File: src/rtl/sys_bus_burst_ctrl_pkg.sv
// Shared types and default parameters for the burst bus master.
// State encodings are one-hot so each state maps to a single flop.
package sys_bus_burst_ctrl_pkg;

  localparam int ADDR_W_DEF  = 8;
  localparam int DATA_W_DEF  = 8;
  localparam int LEN_W_DEF   = 2;
  localparam int TIMEOUT_DEF = 15;

  typedef enum logic [4:0] {
    ST_IDLE = 5'b00001,
    ST_ALEN = 5'b00010,
    ST_XFER = 5'b00100,
    ST_COMP = 5'b01000,
    ST_ERR  = 5'b10000
  } state_e;

endpackage

File: src/rtl/sys_bus_burst_ctrl_if.sv
// Requester, write-beat, read-beat and slave-bus signals of the burst master.
// Handshakes: a transfer happens on a rising edge where valid & ready are both 1;
// bus enables are held until bus_ack is sampled high on a rising edge.
interface sys_bus_burst_ctrl_if
  import sys_bus_burst_ctrl_pkg::*;
#(
  parameter int ADDR_W = ADDR_W_DEF,
  parameter int DATA_W = DATA_W_DEF,
  parameter int LEN_W  = LEN_W_DEF
) ();

  logic              req_valid;
  logic              req_ready;
  logic              req_write;
  logic [ADDR_W-1:0] req_addr;
  logic [LEN_W-1:0]  req_len;
  logic [DATA_W-1:0] wr_data;
  logic              wr_valid;
  logic              wr_ready;
  logic [DATA_W-1:0] rd_data;
  logic              rd_valid;
  logic              done;
  logic              err;
  logic              busy;
  logic [ADDR_W-1:0] bus_addr;
  logic              bus_read_en;
  logic              bus_write_en;
  logic [DATA_W-1:0] bus_wdata;
  logic [DATA_W-1:0] bus_rdata;
  logic              bus_ack;
  state_e            dbg_state;

  modport master (
    input  req_valid, req_write, req_addr, req_len, wr_data, wr_valid, bus_rdata, bus_ack,
    output req_ready, wr_ready, rd_data, rd_valid, done, err, busy,
           bus_addr, bus_read_en, bus_write_en, bus_wdata, dbg_state
  );

  modport slave (
    output req_valid, req_write, req_addr, req_len, wr_data, wr_valid, bus_rdata, bus_ack,
    input  req_ready, wr_ready, rd_data, rd_valid, done, err, busy,
           bus_addr, bus_read_en, bus_write_en, bus_wdata, dbg_state
  );

endinterface

File: src/rtl/sys_bus_beat_timer.sv
// Counts consecutive strobe cycles without ack; expired_o flags the last
// permitted cycle so the controller can drop the strobe on that same edge.
module sys_bus_beat_timer
  import sys_bus_burst_ctrl_pkg::*;
#(
  parameter int TIMEOUT = TIMEOUT_DEF
) (
  input  logic clk,
  input  logic rst,
  input  logic clear_i,
  input  logic enable_i,
  output logic expired_o
);

  localparam int CW = $clog2(TIMEOUT + 1);

  logic [CW-1:0] cnt_q, cnt_d;

  always_comb begin
    cnt_d = cnt_q;
    if (clear_i)       cnt_d = '0;
    else if (enable_i) cnt_d = cnt_q + CW'(1);
  end

  always_ff @(posedge clk) begin
    if (!rst) cnt_q <= '0;
    else      cnt_q <= cnt_d;
  end

  // An ack in the final cycle still wins over the timeout.
  assign expired_o = enable_i && !clear_i && (cnt_q == CW'(TIMEOUT - 1));

endmodule

File: src/rtl/sys_bus_burst_ctrl.sv
// Burst bus master: takes 1..2^LEN_W beat read/write requests and walks
// incrementing addresses on the slave port, aborting on an ack timeout.
module sys_bus_burst_ctrl
  import sys_bus_burst_ctrl_pkg::*;
#(
  parameter int ADDR_W  = ADDR_W_DEF,
  parameter int DATA_W  = DATA_W_DEF,
  parameter int LEN_W   = LEN_W_DEF,
  parameter int TIMEOUT = TIMEOUT_DEF
) (
  input logic                  clk,
  input logic                  rst,
  sys_bus_burst_ctrl_if.master bus
);

  state_e            state_q, state_d;
  logic [ADDR_W-1:0] addr_q, addr_d;
  logic [LEN_W-1:0]  len_q, len_d, cnt_q, cnt_d;
  logic              dir_q, dir_d, held_q, held_d, rd_valid_q, rd_valid_d;
  logic [DATA_W-1:0] rd_data_q, rd_data_d, wdata_q, wdata_d;
  logic              read_en, write_en, en_any, beat_ack, last_beat, expired;

  assign read_en   = (state_q == ST_XFER) && !dir_q;
  assign write_en  = (state_q == ST_XFER) && dir_q && held_q;
  assign en_any    = read_en || write_en;
  assign beat_ack  = en_any && bus.bus_ack;
  assign last_beat = (cnt_q == len_q);

  sys_bus_beat_timer #(.TIMEOUT(TIMEOUT)) u_timer (
    .clk       (clk),
    .rst       (rst),
    .clear_i   (!en_any || beat_ack),
    .enable_i  (en_any),
    .expired_o (expired)
  );

  always_comb begin
    state_d    = state_q;
    addr_d     = addr_q;
    len_d      = len_q;
    dir_d      = dir_q;
    cnt_d      = cnt_q;
    held_d     = held_q;
    rd_valid_d = 1'b0;
    rd_data_d  = rd_data_q;
    wdata_d    = wdata_q;
    unique case (state_q)
      ST_IDLE: begin
        if (bus.req_valid) begin
          state_d = ST_ALEN;
          addr_d  = bus.req_addr;
          len_d   = bus.req_len;
          dir_d   = bus.req_write;
          cnt_d   = '0;
          held_d  = 1'b0;
        end
      end
      ST_ALEN: state_d = ST_XFER;
      ST_XFER: begin
        // A write beat is only captured while no beat is pending on the bus.
        if (dir_q && !held_q && bus.wr_valid) begin
          held_d  = 1'b1;
          wdata_d = bus.wr_data;
        end
        if (beat_ack) begin
          held_d = 1'b0;
          if (!dir_q) begin
            rd_valid_d = 1'b1;
            rd_data_d  = bus.bus_rdata;
          end
          if (last_beat) begin
            state_d = ST_COMP;
          end else begin
            addr_d = addr_q + ADDR_W'(1);
            cnt_d  = cnt_q + LEN_W'(1);
          end
        end else if (expired) begin
          state_d = ST_ERR;
          held_d  = 1'b0;
        end
      end
      ST_COMP, ST_ERR: begin
        state_d = ST_IDLE;
        addr_d  = '0;
      end
      default: state_d = ST_IDLE;
    endcase
  end

  // Reset drops an in-flight burst without any done/err pulse.
  always_ff @(posedge clk) begin
    if (!rst) begin
      state_q    <= ST_IDLE;
      addr_q     <= '0;
      len_q      <= '0;
      dir_q      <= 1'b0;
      cnt_q      <= '0;
      held_q     <= 1'b0;
      rd_valid_q <= 1'b0;
      rd_data_q  <= '0;
      wdata_q    <= '0;
    end else begin
      state_q    <= state_d;
      addr_q     <= addr_d;
      len_q      <= len_d;
      dir_q      <= dir_d;
      cnt_q      <= cnt_d;
      held_q     <= held_d;
      rd_valid_q <= rd_valid_d;
      rd_data_q  <= rd_data_d;
      wdata_q    <= wdata_d;
    end
  end

  assign bus.req_ready    = (state_q == ST_IDLE);
  assign bus.busy         = (state_q != ST_IDLE);
  assign bus.wr_ready     = (state_q == ST_XFER) && dir_q && !held_q;
  assign bus.rd_data      = rd_data_q;
  assign bus.rd_valid     = rd_valid_q;
  assign bus.done         = (state_q == ST_COMP) || (state_q == ST_ERR);
  assign bus.err          = (state_q == ST_ERR);
  assign bus.bus_addr     = addr_q;
  assign bus.bus_read_en  = read_en;
  assign bus.bus_write_en = write_en;
  assign bus.bus_wdata    = wdata_q;
  assign bus.dbg_state    = state_q;

endmodule

File: src/flat_wrapper.sv
// flat-port wrapper written by rule: the top's interface ports become plain ports
module sys_bus_burst_ctrl_flat import sys_bus_burst_ctrl_pkg::*;
#(
  parameter int ADDR_W  = ADDR_W_DEF,
  parameter int DATA_W  = DATA_W_DEF,
  parameter int LEN_W   = LEN_W_DEF,
  parameter int TIMEOUT = TIMEOUT_DEF
)
  (clk, rst, bus_req_valid, bus_req_write, bus_req_addr, bus_req_len, bus_wr_data, bus_wr_valid, bus_bus_rdata, bus_bus_ack, bus_req_ready, bus_wr_ready, bus_rd_data, bus_rd_valid, bus_done, bus_err, bus_busy, bus_bus_addr, bus_bus_read_en, bus_bus_write_en, bus_bus_wdata, bus_dbg_state);
  sys_bus_burst_ctrl_if #(.ADDR_W(ADDR_W), .DATA_W(DATA_W), .LEN_W(LEN_W)) bus_i ();
  input logic clk;
  input logic rst;
  input wire logic [$bits(bus_i.req_valid)-1:0] bus_req_valid;
  input wire logic [$bits(bus_i.req_write)-1:0] bus_req_write;
  input wire logic [$bits(bus_i.req_addr)-1:0] bus_req_addr;
  input wire logic [$bits(bus_i.req_len)-1:0] bus_req_len;
  input wire logic [$bits(bus_i.wr_data)-1:0] bus_wr_data;
  input wire logic [$bits(bus_i.wr_valid)-1:0] bus_wr_valid;
  input wire logic [$bits(bus_i.bus_rdata)-1:0] bus_bus_rdata;
  input wire logic [$bits(bus_i.bus_ack)-1:0] bus_bus_ack;
  output wire logic [$bits(bus_i.req_ready)-1:0] bus_req_ready;
  output wire logic [$bits(bus_i.wr_ready)-1:0] bus_wr_ready;
  output wire logic [$bits(bus_i.rd_data)-1:0] bus_rd_data;
  output wire logic [$bits(bus_i.rd_valid)-1:0] bus_rd_valid;
  output wire logic [$bits(bus_i.done)-1:0] bus_done;
  output wire logic [$bits(bus_i.err)-1:0] bus_err;
  output wire logic [$bits(bus_i.busy)-1:0] bus_busy;
  output wire logic [$bits(bus_i.bus_addr)-1:0] bus_bus_addr;
  output wire logic [$bits(bus_i.bus_read_en)-1:0] bus_bus_read_en;
  output wire logic [$bits(bus_i.bus_write_en)-1:0] bus_bus_write_en;
  output wire logic [$bits(bus_i.bus_wdata)-1:0] bus_bus_wdata;
  output wire logic [$bits(bus_i.dbg_state)-1:0] bus_dbg_state;
  assign bus_i.req_valid = bus_req_valid;
  assign bus_i.req_write = bus_req_write;
  assign bus_i.req_addr = bus_req_addr;
  assign bus_i.req_len = bus_req_len;
  assign bus_i.wr_data = bus_wr_data;
  assign bus_i.wr_valid = bus_wr_valid;
  assign bus_i.bus_rdata = bus_bus_rdata;
  assign bus_i.bus_ack = bus_bus_ack;
  assign bus_req_ready = bus_i.req_ready;
  assign bus_wr_ready = bus_i.wr_ready;
  assign bus_rd_data = bus_i.rd_data;
  assign bus_rd_valid = bus_i.rd_valid;
  assign bus_done = bus_i.done;
  assign bus_err = bus_i.err;
  assign bus_busy = bus_i.busy;
  assign bus_bus_addr = bus_i.bus_addr;
  assign bus_bus_read_en = bus_i.bus_read_en;
  assign bus_bus_write_en = bus_i.bus_write_en;
  assign bus_bus_wdata = bus_i.bus_wdata;
  assign bus_dbg_state = bus_i.dbg_state;
  sys_bus_burst_ctrl #(.ADDR_W(ADDR_W), .DATA_W(DATA_W), .LEN_W(LEN_W), .TIMEOUT(TIMEOUT)) u_core (.clk(clk), .rst(rst), .bus(bus_i));
endmodule
File: config.mk
export PLATFORM = sky130hd
export DESIGN_NAME = sys_bus_burst_ctrl_flat
export DESIGN_NICKNAME = d
export VERILOG_FILES = /design/src/rtl/sys_bus_burst_ctrl_pkg.sv /design/src/rtl/sys_bus_burst_ctrl_if.sv /design/src/rtl/sys_bus_beat_timer.sv /design/src/rtl/sys_bus_burst_ctrl.sv /design/src/flat_wrapper.sv
export SDC_FILE = /design/constraint.sdc
export NUM_CORES = 1
export LEC_CHECK = 0
export ABC_AREA = 1
export BUFFER_PORTS_ARGS = -buffer_cell sky130_fd_sc_hd__buf_4
export CAP_MARGIN = 20
export CORE_UTILIZATION = 48
export CTS_CLUSTER_SIZE = 14
export DETAILED_ROUTE_END_ITERATION = 16
export GPL_ROUTABILITY_DRIVEN = 0
export GPL_TIMING_DRIVEN = 1
export PLACE_DENSITY = 0.75
export SYNTH_ARGS = -nofsm -noshare
export SYNTH_HDL_FRONTEND = slang
export SYNTH_SLANG_ARGS = --single-unit
File: constraint.sdc
create_clock -name clk -period 1.7 [get_ports clk]
set_clock_uncertainty 0.15 [all_clocks]
set_input_delay 0.085 -clock clk [delete_from_list [all_inputs] [get_ports clk]]
set_output_delay 0.085 -clock clk [all_outputs]
set_load 0.01 [all_outputs]
==> results of run 1 <==
[cell usage after synthesis (all sizes together)]
library cell	n	share of area (%)
nor2	61	13
clkbuf	2	0.37
a21oi	16	4.2
xnor2	1	0.43
ha	3	1.9
dfxtp	40	40
nand3	18	5.3
nand3b	1	0.37
or2	2	0.62
buf	4	1.5
nor3b	1	0.37
nor3	2	0.50
nand4	7	2.2
o21ai	27	6.7
inv	42	7.8
nand2	75	16
[how the worst max path moves through the flow]
stage,endpoint,slack [ns],depth (start not counted)
finish,bus_wr_ready,0.12,5
floorplan,u_core.bus.bus_wdata[6],0.06,8
CTS,bus_bus_write_en,0.06,5
detailed placement,u_core.bus.bus_addr[2],-0.02,8
global placement,u_core.bus.bus_addr[5],0.05,8
global route,u_core.bus.bus_addr[4],-0.02,9
[tightest hold or removal path: stages]
cell and delay [ns]:
buf_4 0.10, nand2_4 0.10, a21oi_1 0.15
[power by group]
part	switching [uW]	leakage, uW	internal, uW
Sequential	52.1	0.000327	986
Clock	355	0.0000404	291
Combinational	266	0.00105	245
[area by class of cell]
class	count	area (um^2)
clock buffer	5	68.8
timing repair buffer	101	826
inverter	42	158
multi-input combinational	215	1070
clock inverter	3	23.8
tap	50	62.6
fill	325	1010
sequential	40	808
[cells in the final DEF, fill, tap and decap left out, drive strengths merged]
cell type	instances
a21oi	16
buf	74
clkbuf	5
clkinv	1
clkinvlp	2
dfxtp	40
dlygate4sd3	27
ha	3
inv	42
nand2	75
nand3	19
nand3b	1
nand4	7
nor2	61
nor3	2
nor3b	1
o21ai	27
or2	2
xnor2	1
[repair_timing]
item | 4_1_cts | 5_1_grt
endpoints found under the setup margin | 7 | 33
hold buffers | 27 | 0
buffers inserted | 0 | 2
cloned | 0 | 1
endpoints found under the hold margin | 27 | 0
resized for setup | 1 | 16
pin swaps | 0 | 1
[metal layers]
metal | wire [um] | share of wire [%] | vias up | track usage, %
li1 | - | - | 1163 | -
met1 | 2290 | 45 | 954 | 28.6
met2 | 2340 | 46 | 74 | 40.3
met3 | 334 | 6.6 | 5 | 7.53
met4 | 72 | 1.4 | 0 | 9.31
met5 | 0 | 0 | - | 0
[per-stage QoR]
step	TNS [ns]	total power, uW
after detailed placement	-0.0417	1500
after global routing	-0.0360	2340
after floorplan	0	1330
final	0	2190
after global placement	0	1500
after CTS	0	2200
[registers in the layout, indices dropped and copies added, names as in the netlist]
register	flops
u_core.bus.bus_wdata	8
u_core.bus.dbg_state	5
u_core.bus.rd_data	8
u_core.held_q	1
u_core.bus.bus_addr	8
u_core.u_timer.cnt_q	4
u_core.bus.rd_valid	1
u_core.len_q	2
u_core.dir_q	1
u_core.cnt_q	2
[logic make-up (layout without fill, tap and decap cells)]
family	count (synthesis)	after routing	share of synthesized area, %
fa+ha+maj	3	3	1.86
buf+inv	48	151	9.67
flops	40	40	39.7
simple gates	167	168	37.5
xor+xnor	1	1	0.434
compound gates	43	43	10.8
==> summary.txt, run 1 <==
Synth
  – Number of distinct library cells after synthesis: 27
  – Synth Cell Area: 2020 um^2
  – Synth Instances: 302
  – Yosys warns: 0
  – Register area share after synthesis: 39.7%
  – Synthesized flop and latch total: 40
  – Synth Net Count: 337
  – Mean Syn Cell Area: 6.68 um^2

Flow run
  – Max cap viols: 0

Placement
  – Pre-CTS setup slack: -0.0236 ns
  – Placement Cell Area: 2580 um^2
  – Port bufs: 68
  – Placed Cells incl. Taps: 418
  – Dpl hpwl: 3450 um

Detailed routing
  – Post-route DRC: 0
  – WL per Instance: 11.0 um
  – Via count: 2,196
  – Vias per inst: 4.82
  – Antenna-violating nets left: 0
  – Drt first pass iters: 4
  – Drt initial violations: 98
  – Post-Route WL: 5030 um

Hold path
  – Worst Hold Endpoint: u_core.bus.bus_wdata[1]
  – Cells on Worst Hold Path: 3
  – Worst min path class: primary input to flop
  – Hold_sp: bus_wr_valid

Floorplan
  – Die height: 66.8 um
  – Die footprint: 4470 um^2
  – Initial Util: 50.1%
  – Row Count: 23
  – Core area: 4030 um^2
  – DIE WIDTH: 66.8 um
  – Top-Level Pins: 69

Clocking
  – CTS clock-pin slew for the worst setup and hold paths: 0.08 ns
  – Worst-Skew Late Latency: 0.30 ns
  – Level count of the clock H-tree: 2
  – CTS Root Cell: clkbuf_8
  – CTS tree: yes
  – CTS Buffer Depth: 2
  – Total CTS buffers: 5
  – Clock sink total: 40

Global routing
  – Largest net degree at the start of global routing: 34
  – Total GRT Usage: 24.2%
  – First-pass GRT wire length: 8140 um
  – Congestion Overflow GR: 0
  – Vias in the first global route: 1,911
  – Antenna violations before repair: 0

Worst setup path
  – Worst-path fanout max: 5
  – CP required: 1.46 ns
  – CP delay by family, top: simple AND/OR/NAND/NOR gates
  – Type of the worst setup path: flop to output pin
  – Reg2reg start: u_core.bus.dbg_state[1]
  – Bufs and invs on worst path: 2
  – CP Capture Type: output pin
  – Critical Path Slowest Stage Cell: dfxtp_4
  – Worst r2r dst: u_core.bus.bus_addr[2]
  – Slowest stage delay, CP: 0.39 ns
  – Setup crit start: u_core.bus.dbg_state[2]
  – Worst path cell trace: inv_2 > nor2_4 > nand3_4 > nor2_2 > buf_4
  – Setup slack, reg-to-reg: 0.14 ns
  – Critical Path AT: 1.35 ns
  – Worst reg2reg path depth: 8
  – CP startpoint kind: flop

STA
  – Post-route clock period utilization: 93.0%
  – Post-route minimum period: 1.58 ns
  – Worst-margin pin slew: 0.334 ns
  – Peak Freq: 633 MHz
  – Slew Limit Fails: 0
  – Relative slew margins: 77.7%
  – Final Hold Fails: 0
  – Final setup fails: 0
  – Final worst slack: 0.119 ns
  – Fin Hold WS: 0.0215 ns

Final layout
  – Final non-filler cell total: 456
  – Utilization after layout: 74.9%
  – Share of cells above drive strength 1: 29.1%
  – Final instance area: 3020 um^2
  – Final net count: 440
  – Antenna diodes: 0
  – Area growth syn-to-layout: 49.5%

Status
  – Status: completed

Power and ir drop
  – P_leak: 0.00141 uW
  – VDD IR max: 518 uV
  – Cell Pwr Density: 728 nW/um^2
No activity file was read; power rests on OpenSTA's default activity.
==> run 2, diff against run 1 <==
--- a/config.mk
+++ b/config.mk
@@ -8,12 +8,15 @@
 export ABC_AREA = 1
 export BUFFER_PORTS_ARGS = -buffer_cell sky130_fd_sc_hd__buf_4
 export CAP_MARGIN = 20
-export CORE_UTILIZATION = 48
+export CELL_PAD_IN_SITES_DETAIL_PLACEMENT = 1
+export CELL_PAD_IN_SITES_GLOBAL_PLACEMENT = 1
+export CORE_UTILIZATION = 34
+export CTS_BUF_LIST = sky130_fd_sc_hd__clkbuf_4 sky130_fd_sc_hd__clkbuf_8 sky130_fd_sc_hd__clkbuf_16
 export CTS_CLUSTER_SIZE = 14
 export DETAILED_ROUTE_END_ITERATION = 16
 export GPL_ROUTABILITY_DRIVEN = 0
 export GPL_TIMING_DRIVEN = 1
-export PLACE_DENSITY = 0.75
+export PLACE_DENSITY = 0.77
 export SYNTH_ARGS = -nofsm -noshare
 export SYNTH_HDL_FRONTEND = slang
 export SYNTH_SLANG_ARGS = --single-unit
==> run 2 against run 1 <==
Net effect: the flow now finishes with violations (hold timing); sequential cell count unchanged; wire length up 30%; sequential power about the same; critical path type is now flop to flop; register-to-register slack worse by 0.10 ns; sequential share of layout area down 0.96 points; largest cell class unchanged; non-clock buffer count up 3; worst hold slack worse by 0.028 ns; clock power up 23%.
==> summary.txt, run 2 (synthesis results as in run 1) <==
Detailed routing
  – Post-Route WL: 6530 um (+30%)
  – Via count: 2,282 (+3.9%)
  – Drt first pass iters: 4 (unchanged)
  – Vias per inst: 4.73 (-1.7%)
  – Drt initial violations: 68 (-31%)
  – Antenna-violating nets left: 0 (unchanged)
  – WL per Instance: 13.6 um (+23%)
  – Post-route DRC: 0 (unchanged)

Final layout
  – Share of cells above drive strength 1: 32.0% (+2.9 points)
  – Final instance area: 3150 um^2 (+4.4%)
  – Area growth syn-to-layout: 56.0%
  – Most common cell after layout, fill and taps aside: buf_4
  – Final net count: 444 (+0.91%)
  – Antenna diodes: 0 (unchanged)
  – Utilization after layout: 56.1% (-19 points)
  – Most frequent cells in the layout: buf_4 (79), nand2_1 (64), nor2_1 (49)
  – Final non-filler cell total: 482 (+5.7%)
  – Number of fill cells in the layout: 742 (+130%)

Clocking
  – CTS clock-pin slew for the worst setup and hold paths: 0.09 ns (about the same)
  – Level count of the clock H-tree: 2 (unchanged)
  – CTS tree: yes
  – Clock sink total: 40 (unchanged)
  – CTS Root Cell: clkbuf_8
  – Total CTS buffers: 5 (unchanged)
  – Worst-Skew Late Latency: 0.30 ns (about the same)
  – CTS Buffer Depth: 2 (unchanged)

Global routing
  – Antenna violations before repair: 0 (unchanged)
  – First-pass GRT wire length: 10,300 um (+26%)
  – Total GRT Usage: 21.0% (-3.1 points)
  – Congestion Overflow GR: 0 (unchanged)
  – Largest net degree at the start of global routing: 34 (unchanged)
  – Vias in the first global route: 2,266 (+19%)

Power and ir drop
  – Reg power frac: 43.2% (-4.1 points)
  – VDD IR max: 582 uV (+12%)
  – P_leak: 0.00147 uW (+3.7%)
  – Sw frac: 30.2% (-0.47 points)
  – Clock power share: 33.1% (+3.7 points)
  – Cell Pwr Density: 766 nW/um^2 (+5.3%)
  – Switch Pwr: 729 uW (+8.2%)
  – Internal power: 1680 uW (+11%)
  – Combinational group share of total power: 23.7% (+0.4 points)

STA
  – Post-route clock period utilization: 97.7% (+4.7 points)
  – Final setup fails: 0 (unchanged)
  – Fin Hold WS: -0.00618 ns (-0.0277 ns)
  – Peak Freq: 602 MHz (-4.8%)
  – Relative slew margins: 77.1% (-0.66 points)
  – Worst-margin pin slew: 0.344 ns (+0.0102 ns)
  – Final Hold Fails: 1 (+1)
  – Slew Limit Fails: 0 (unchanged)
  – RSZ-0062 raised after global routing: yes
  – Post-route minimum period: 1.66 ns (+0.0794 ns)

Floorplan
  – DIE WIDTH: 79.0 um (+18%)
  – Die footprint: 6250 um^2 (+40%)
  – Core area: 5610 um^2 (+39%)
  – Initial Util: 36.0% (-14 points)
  – Top-Level Pins: 69 (unchanged)
  – Die height: 79.0 um (+18%)
  – Row Count: 27 (+17%)

Worst setup path
  – Critical Path Slowest Stage Cell: dfxtp_2
  – Critical Path AT: 1.75 ns (+0.40 ns)
  – CP startpoint kind: flop
  – Type of the worst setup path: flop to flop
  – Worst path cell trace: nor2_4 > nand3_4 > nor2_2 > inv_1 > nor2_1 > nand2_1 > nand3_1 > nand2_1 > inv_1
  – Worst-path fanout max: 7 (+2)
  – CP Capture Type: flop
  – Slowest stage delay, CP: 0.34 ns (-0.05 ns)
  – CP required: 1.79 ns (+0.33 ns)

Status
  – Failing checks: hold timing
  – Status: finished with violations

Placement
  – Port bufs: 68 (unchanged)
  – Placed Cells incl. Taps: 443 (+6.0%)
  – Dpl hpwl: 4160 um (+21%)
  – Placement Cell Area: 2630 um^2 (+1.9%)

Hold path
  – Worst min path class: primary input to flop

Flow run
  – Max cap viols: 0 (unchanged)
[run 2: path summary, 6_finish.rpt]
path	from	cells after the start	to	slack [ns]
setup / recovery	u_core.bus.dbg_state[1]	9	u_core.bus.dbg_state[2]	0.04
hold / removal	bus_bus_ack	3	u_core.bus.rd_valid	-0.006
setup reg to reg	u_core.bus.dbg_state[1]	9	u_core.bus.dbg_state[2]	0.04
hold reg to reg	u_core.bus.bus_wdata[1]	2	u_core.bus.bus_wdata[1]	0.30
[run 2: critical path, delay by kind of cell (launching register included)]
family	cells	cell delay, ns
AND/OR/NAND/NOR	7	0.93
flip-flops	1	0.34
buffers and inverters	2	0.19
[run 2: layout make-up]
type	count	area [um^2]	share of cell area, %
clock buffer	5	68.8	2.19
clock inverter	3	42.5	1.35
inverter	42	160	5.09
multi-input combinational	216	1130	35.9
sequential	40	813	25.8
tap	72	90.1	2.86
timing repair buffer	104	843	26.8
[run 2: metrics by stage]
stage	hold slack (ns)	worst slack [ns]	setup TNS (ns)	total power, uW
floorplan	0.0734	0.0593	0	1330
global placement	0.187	0.0353	0	1510
detailed placement	0.199	-0.00997	-0.0112	1530
CTS	0.00405	0.0102	0	2370
global route	0.0246	-0.106	-0.265	2540
finish	-0.00618	0.0397	0	2410
[run 2: layer usage]
metal / routed length (um) / share of wire [%] / global-route usage [%]
met5: 0 / 0 / 0
met4: 105 / 1.6 / 7.45
met3: 167 / 2.6 / 3.56
met2: 3320 / 51 / 37.7
met1: 2940 / 45 / 25.0
[run 2: power groups by stage]
stage / Clock (uW) / Combinational, uW / Sequential, uW
after CTS: 810 / 524 / 1040
after global routing: 856 / 635 / 1050
after detailed placement: 0 / 471 / 1060
after global placement: 0 / 458 / 1060
after floorplan: 0 / 266 / 1070
final: 797 / 572 / 1040
[run 2: timing repair]
item | in CTS | in global routing
buffers inserted | 0 | 4
hold buffers | 25 | 0
cloned | 0 | 2
endpoints found under the hold margin | 25 | 0
endpoints found under the setup margin | 7 | 39
pin swaps | 0 | 5
gates resized for setup | 4 | 29
==> run 3, diff against run 2 <==
--- a/config.mk
+++ b/config.mk
@@ -17,6 +17,7 @@
 export GPL_ROUTABILITY_DRIVEN = 0
 export GPL_TIMING_DRIVEN = 1
 export PLACE_DENSITY = 0.77
+export RECOVER_POWER = 25
 export SYNTH_ARGS = -nofsm -noshare
 export SYNTH_HDL_FRONTEND = slang
 export SYNTH_SLANG_ARGS = --single-unit
==> run 3 against run 2 <==
Net effect: the flow still finishes with violations (hold timing); worst hold slack got worse by 0.00059 ns; maximum frequency barely moved; first-iteration DRC count decreased by 4.4%; setup slack barely moved; critical path depth did not move; final area decreased by 1.9%; via count hardly changed; non-clock buffer count stayed put; final cell count stayed put; sequential cell count is the same; core utilization decreased by 1.1 points; sequential share of layout area grew 0.50 points; largest power group unchanged.
==> summary.txt, run 3 (synthesis results as in run 1) <==
Status
  – Status: finished with violations
  – Failing checks: hold timing

STA
  – Final setup fails: 0 (unchanged)
  – Fin Hold WS: -0.00677 ns (-0.000589 ns)
  – Slew Limit Fails: 0 (unchanged)
  – Peak Freq: 602 MHz (about the same)
  – Relative slew margins: 76.9% (-0.14 points)
  – Post-route minimum period: 1.66 ns (+0.000102 ns)
  – RSZ-0062 raised after global routing: yes
  – Final worst slack: 0.0396 ns (-0.000102 ns)
  – Final Hold Fails: 1 (unchanged)
  – Final TNS setup: 0 ns (unchanged)
  – Post-route clock period utilization: 97.7% (about the same)
  – Worst-margin pin slew: 0.346 ns (+0.00206 ns)

Global routing
  – Antenna violations before repair: 0 (unchanged)
  – First-pass GRT wire length: 10,300 um (unchanged)
  – Total GRT Usage: 21.0% (unchanged)
  – Congestion Overflow GR: 0 (unchanged)
  – Largest net degree at the start of global routing: 34 (unchanged)
  – Vias in the first global route: 2,266 (unchanged)

Clocking
  – Clock sink total: 40 (unchanged)
  – CTS tree: yes
  – CTS clock-pin slew for the worst setup and hold paths: 0.09 ns (about the same)
  – Level count of the clock H-tree: 2 (unchanged)
  – CTS Root Cell: clkbuf_8
  – Total CTS buffers: 5 (unchanged)
  – Worst-Skew Late Latency: 0.30 ns (about the same)
  – CTS Buffer Depth: 2 (unchanged)

Worst setup path
  – Reg2reg start: u_core.bus.dbg_state[1]
  – Type of the worst setup path: flop to flop
  – Worst-path fanout max: 7 (unchanged)
  – CP Capture Type: flop
  – Setup slack, reg-to-reg: 0.04 ns (about the same)
  – CP startpoint kind: flop
  – CP required: 1.79 ns (about the same)
  – Worst reg2reg path depth: 9 (unchanged)
  – Critical Path AT: 1.75 ns (about the same)
  – Worst r2r dst: u_core.bus.dbg_state[2]

Placement
  – Dpl hpwl: 4160 um (unchanged)
  – Placed Cells incl. Taps: 443 (unchanged)
  – Pre-CTS setup slack: -0.00997 ns (unchanged)
  – Port bufs: 68 (unchanged)

Hold path
  – Worst Hold Endpoint: u_core.bus.rd_valid
  – Cells on Worst Hold Path: 3 (unchanged)
  – Worst min path class: primary input to flop
  – Hold_sp: bus_bus_ack

Final layout
  – Final net count: 444 (unchanged)
  – Share of cells above drive strength 1: 28.0% (-3.9 points)
  – Most frequent cells in the layout: nand2_1 (64), buf_4 (63), nor2_1 (49)
  – Final non-filler cell total: 482 (unchanged)
  – Most common cell after layout, fill and taps aside: nand2_1
  – Number of fill cells in the layout: 749 (+0.94%)
  – Area growth syn-to-layout: 53.0%
  – FF+latch area: 813 um^2 (unchanged)
  – Antenna diodes: 0 (unchanged)
  – Area occupied by multi-input gates: 1130 um^2 (unchanged)
  – Utilization after layout: 55.1% (-1.1 points)

Floorplan
  – Row Count: 27 (unchanged)
  – DIE WIDTH: 79.0 um (unchanged)
  – Initial Util: 36.0% (unchanged)
  – Die height: 79.0 um (unchanged)
  – Die footprint: 6250 um^2 (unchanged)
  – Top-Level Pins: 69 (unchanged)
  – Core area: 5610 um^2 (unchanged)

Power and ir drop
  – Total chip power: 2410 uW (about the same)
  – P_leak: 0.00140 uW (-4.6%)
  – Cell Pwr Density: 780 nW/um^2 (+1.9%)
  – VDD IR max: 583 uV (+0.27%)

Detailed routing
  – Antenna-violating nets left: 0 (unchanged)
  – Post-Route WL: 6530 um (about the same)
  – Vias per inst: 4.74 (about the same)
  – WL per Instance: 13.5 um (about the same)
  – Drt initial violations: 65 (-4.4%)
  – Drt first pass iters: 4 (unchanged)
  – Post-route DRC: 0 (unchanged)
  – Via count: 2,284 (+0.088%)

Flow run
  – Max cap viols: 0 (unchanged)
[run 3: changes by cell type in the layout (fill, tap and decap cells not counted)]
cell / previous run / this run
buf_4: 79 / 63
clkbuf_1: 0 / 16
[run 3: per-stage QoR]
stage,hold WS [ns],cell area [um^2]
after floorplan,0.0734,2020
after global placement,0.187,2630
after detailed placement,0.199,2630
after CTS,0.00405,3010
after global routing,0.0246,3090
final,-0.00677,3090
[run 3: worst max path at each step]
stage,start,to,slack (ns),cells after the start
after floorplan,u_core.bus.dbg_state[2],u_core.bus.bus_wdata[6],0.06,8
after global placement,u_core.bus.dbg_state[0],u_core.bus.rd_data[5],0.04,7
after detailed placement,u_core.bus.dbg_state[2],u_core.bus.bus_addr[2],-0.01,8
after CTS,u_core.bus.dbg_state[2],u_core.bus.rd_data[4],0.01,7
after global routing,u_core.bus.dbg_state[1],u_core.bus.dbg_state[2],-0.11,9
final,u_core.bus.dbg_state[1],u_core.bus.dbg_state[2],0.04,9
[run 3: cell type report]
type,count,area share (%)
clock buffer,5,2.23
clock inverter,3,1.38
inverter,42,5.19
multi-input combinational,216,36.6
sequential,40,26.3
tap,72,2.92
timing repair buffer,104,25.4
[run 3: critical path: stages, from the launching register on]
cell     delay [ns]
dfxtp_2        0.34
nor2_4         0.23
nand3_4        0.15
nor2_2         0.16
inv_1          0.14
nor2_1         0.19
nand2_1        0.08
nand3_1        0.07
nand2_1        0.05
inv_1          0.05
[run 3: timing repair]
action | 4_1_cts | 5_1_grt
hold endpoints to repair | 25 | 0
cloned | 0 | 2
setup buffers | 0 | 4
resized for setup | 4 | 29
pin swaps | 0 | 5
endpoints found under the setup margin | 7 | 39
hold buffers | 25 | 0
[run 3: power breakdown]
group	switching (uW)	internal, uW
Clock	364	435
Sequential	55.8	987
Combinational	310	258
[run 3: layer usage]
| layer | global-route usage (%) | vias up | routed length, um |
|---|---|---|---|
| met5 | 0 | - | 0 |
| li1 | - | 1164 | - |
| met2 | 37.7 | 48 | 3310 |
| met3 | 3.56 | 10 | 172 |
| met1 | 25.0 | 1062 | 2940 |
| met4 | 7.45 | 0 | 105 |
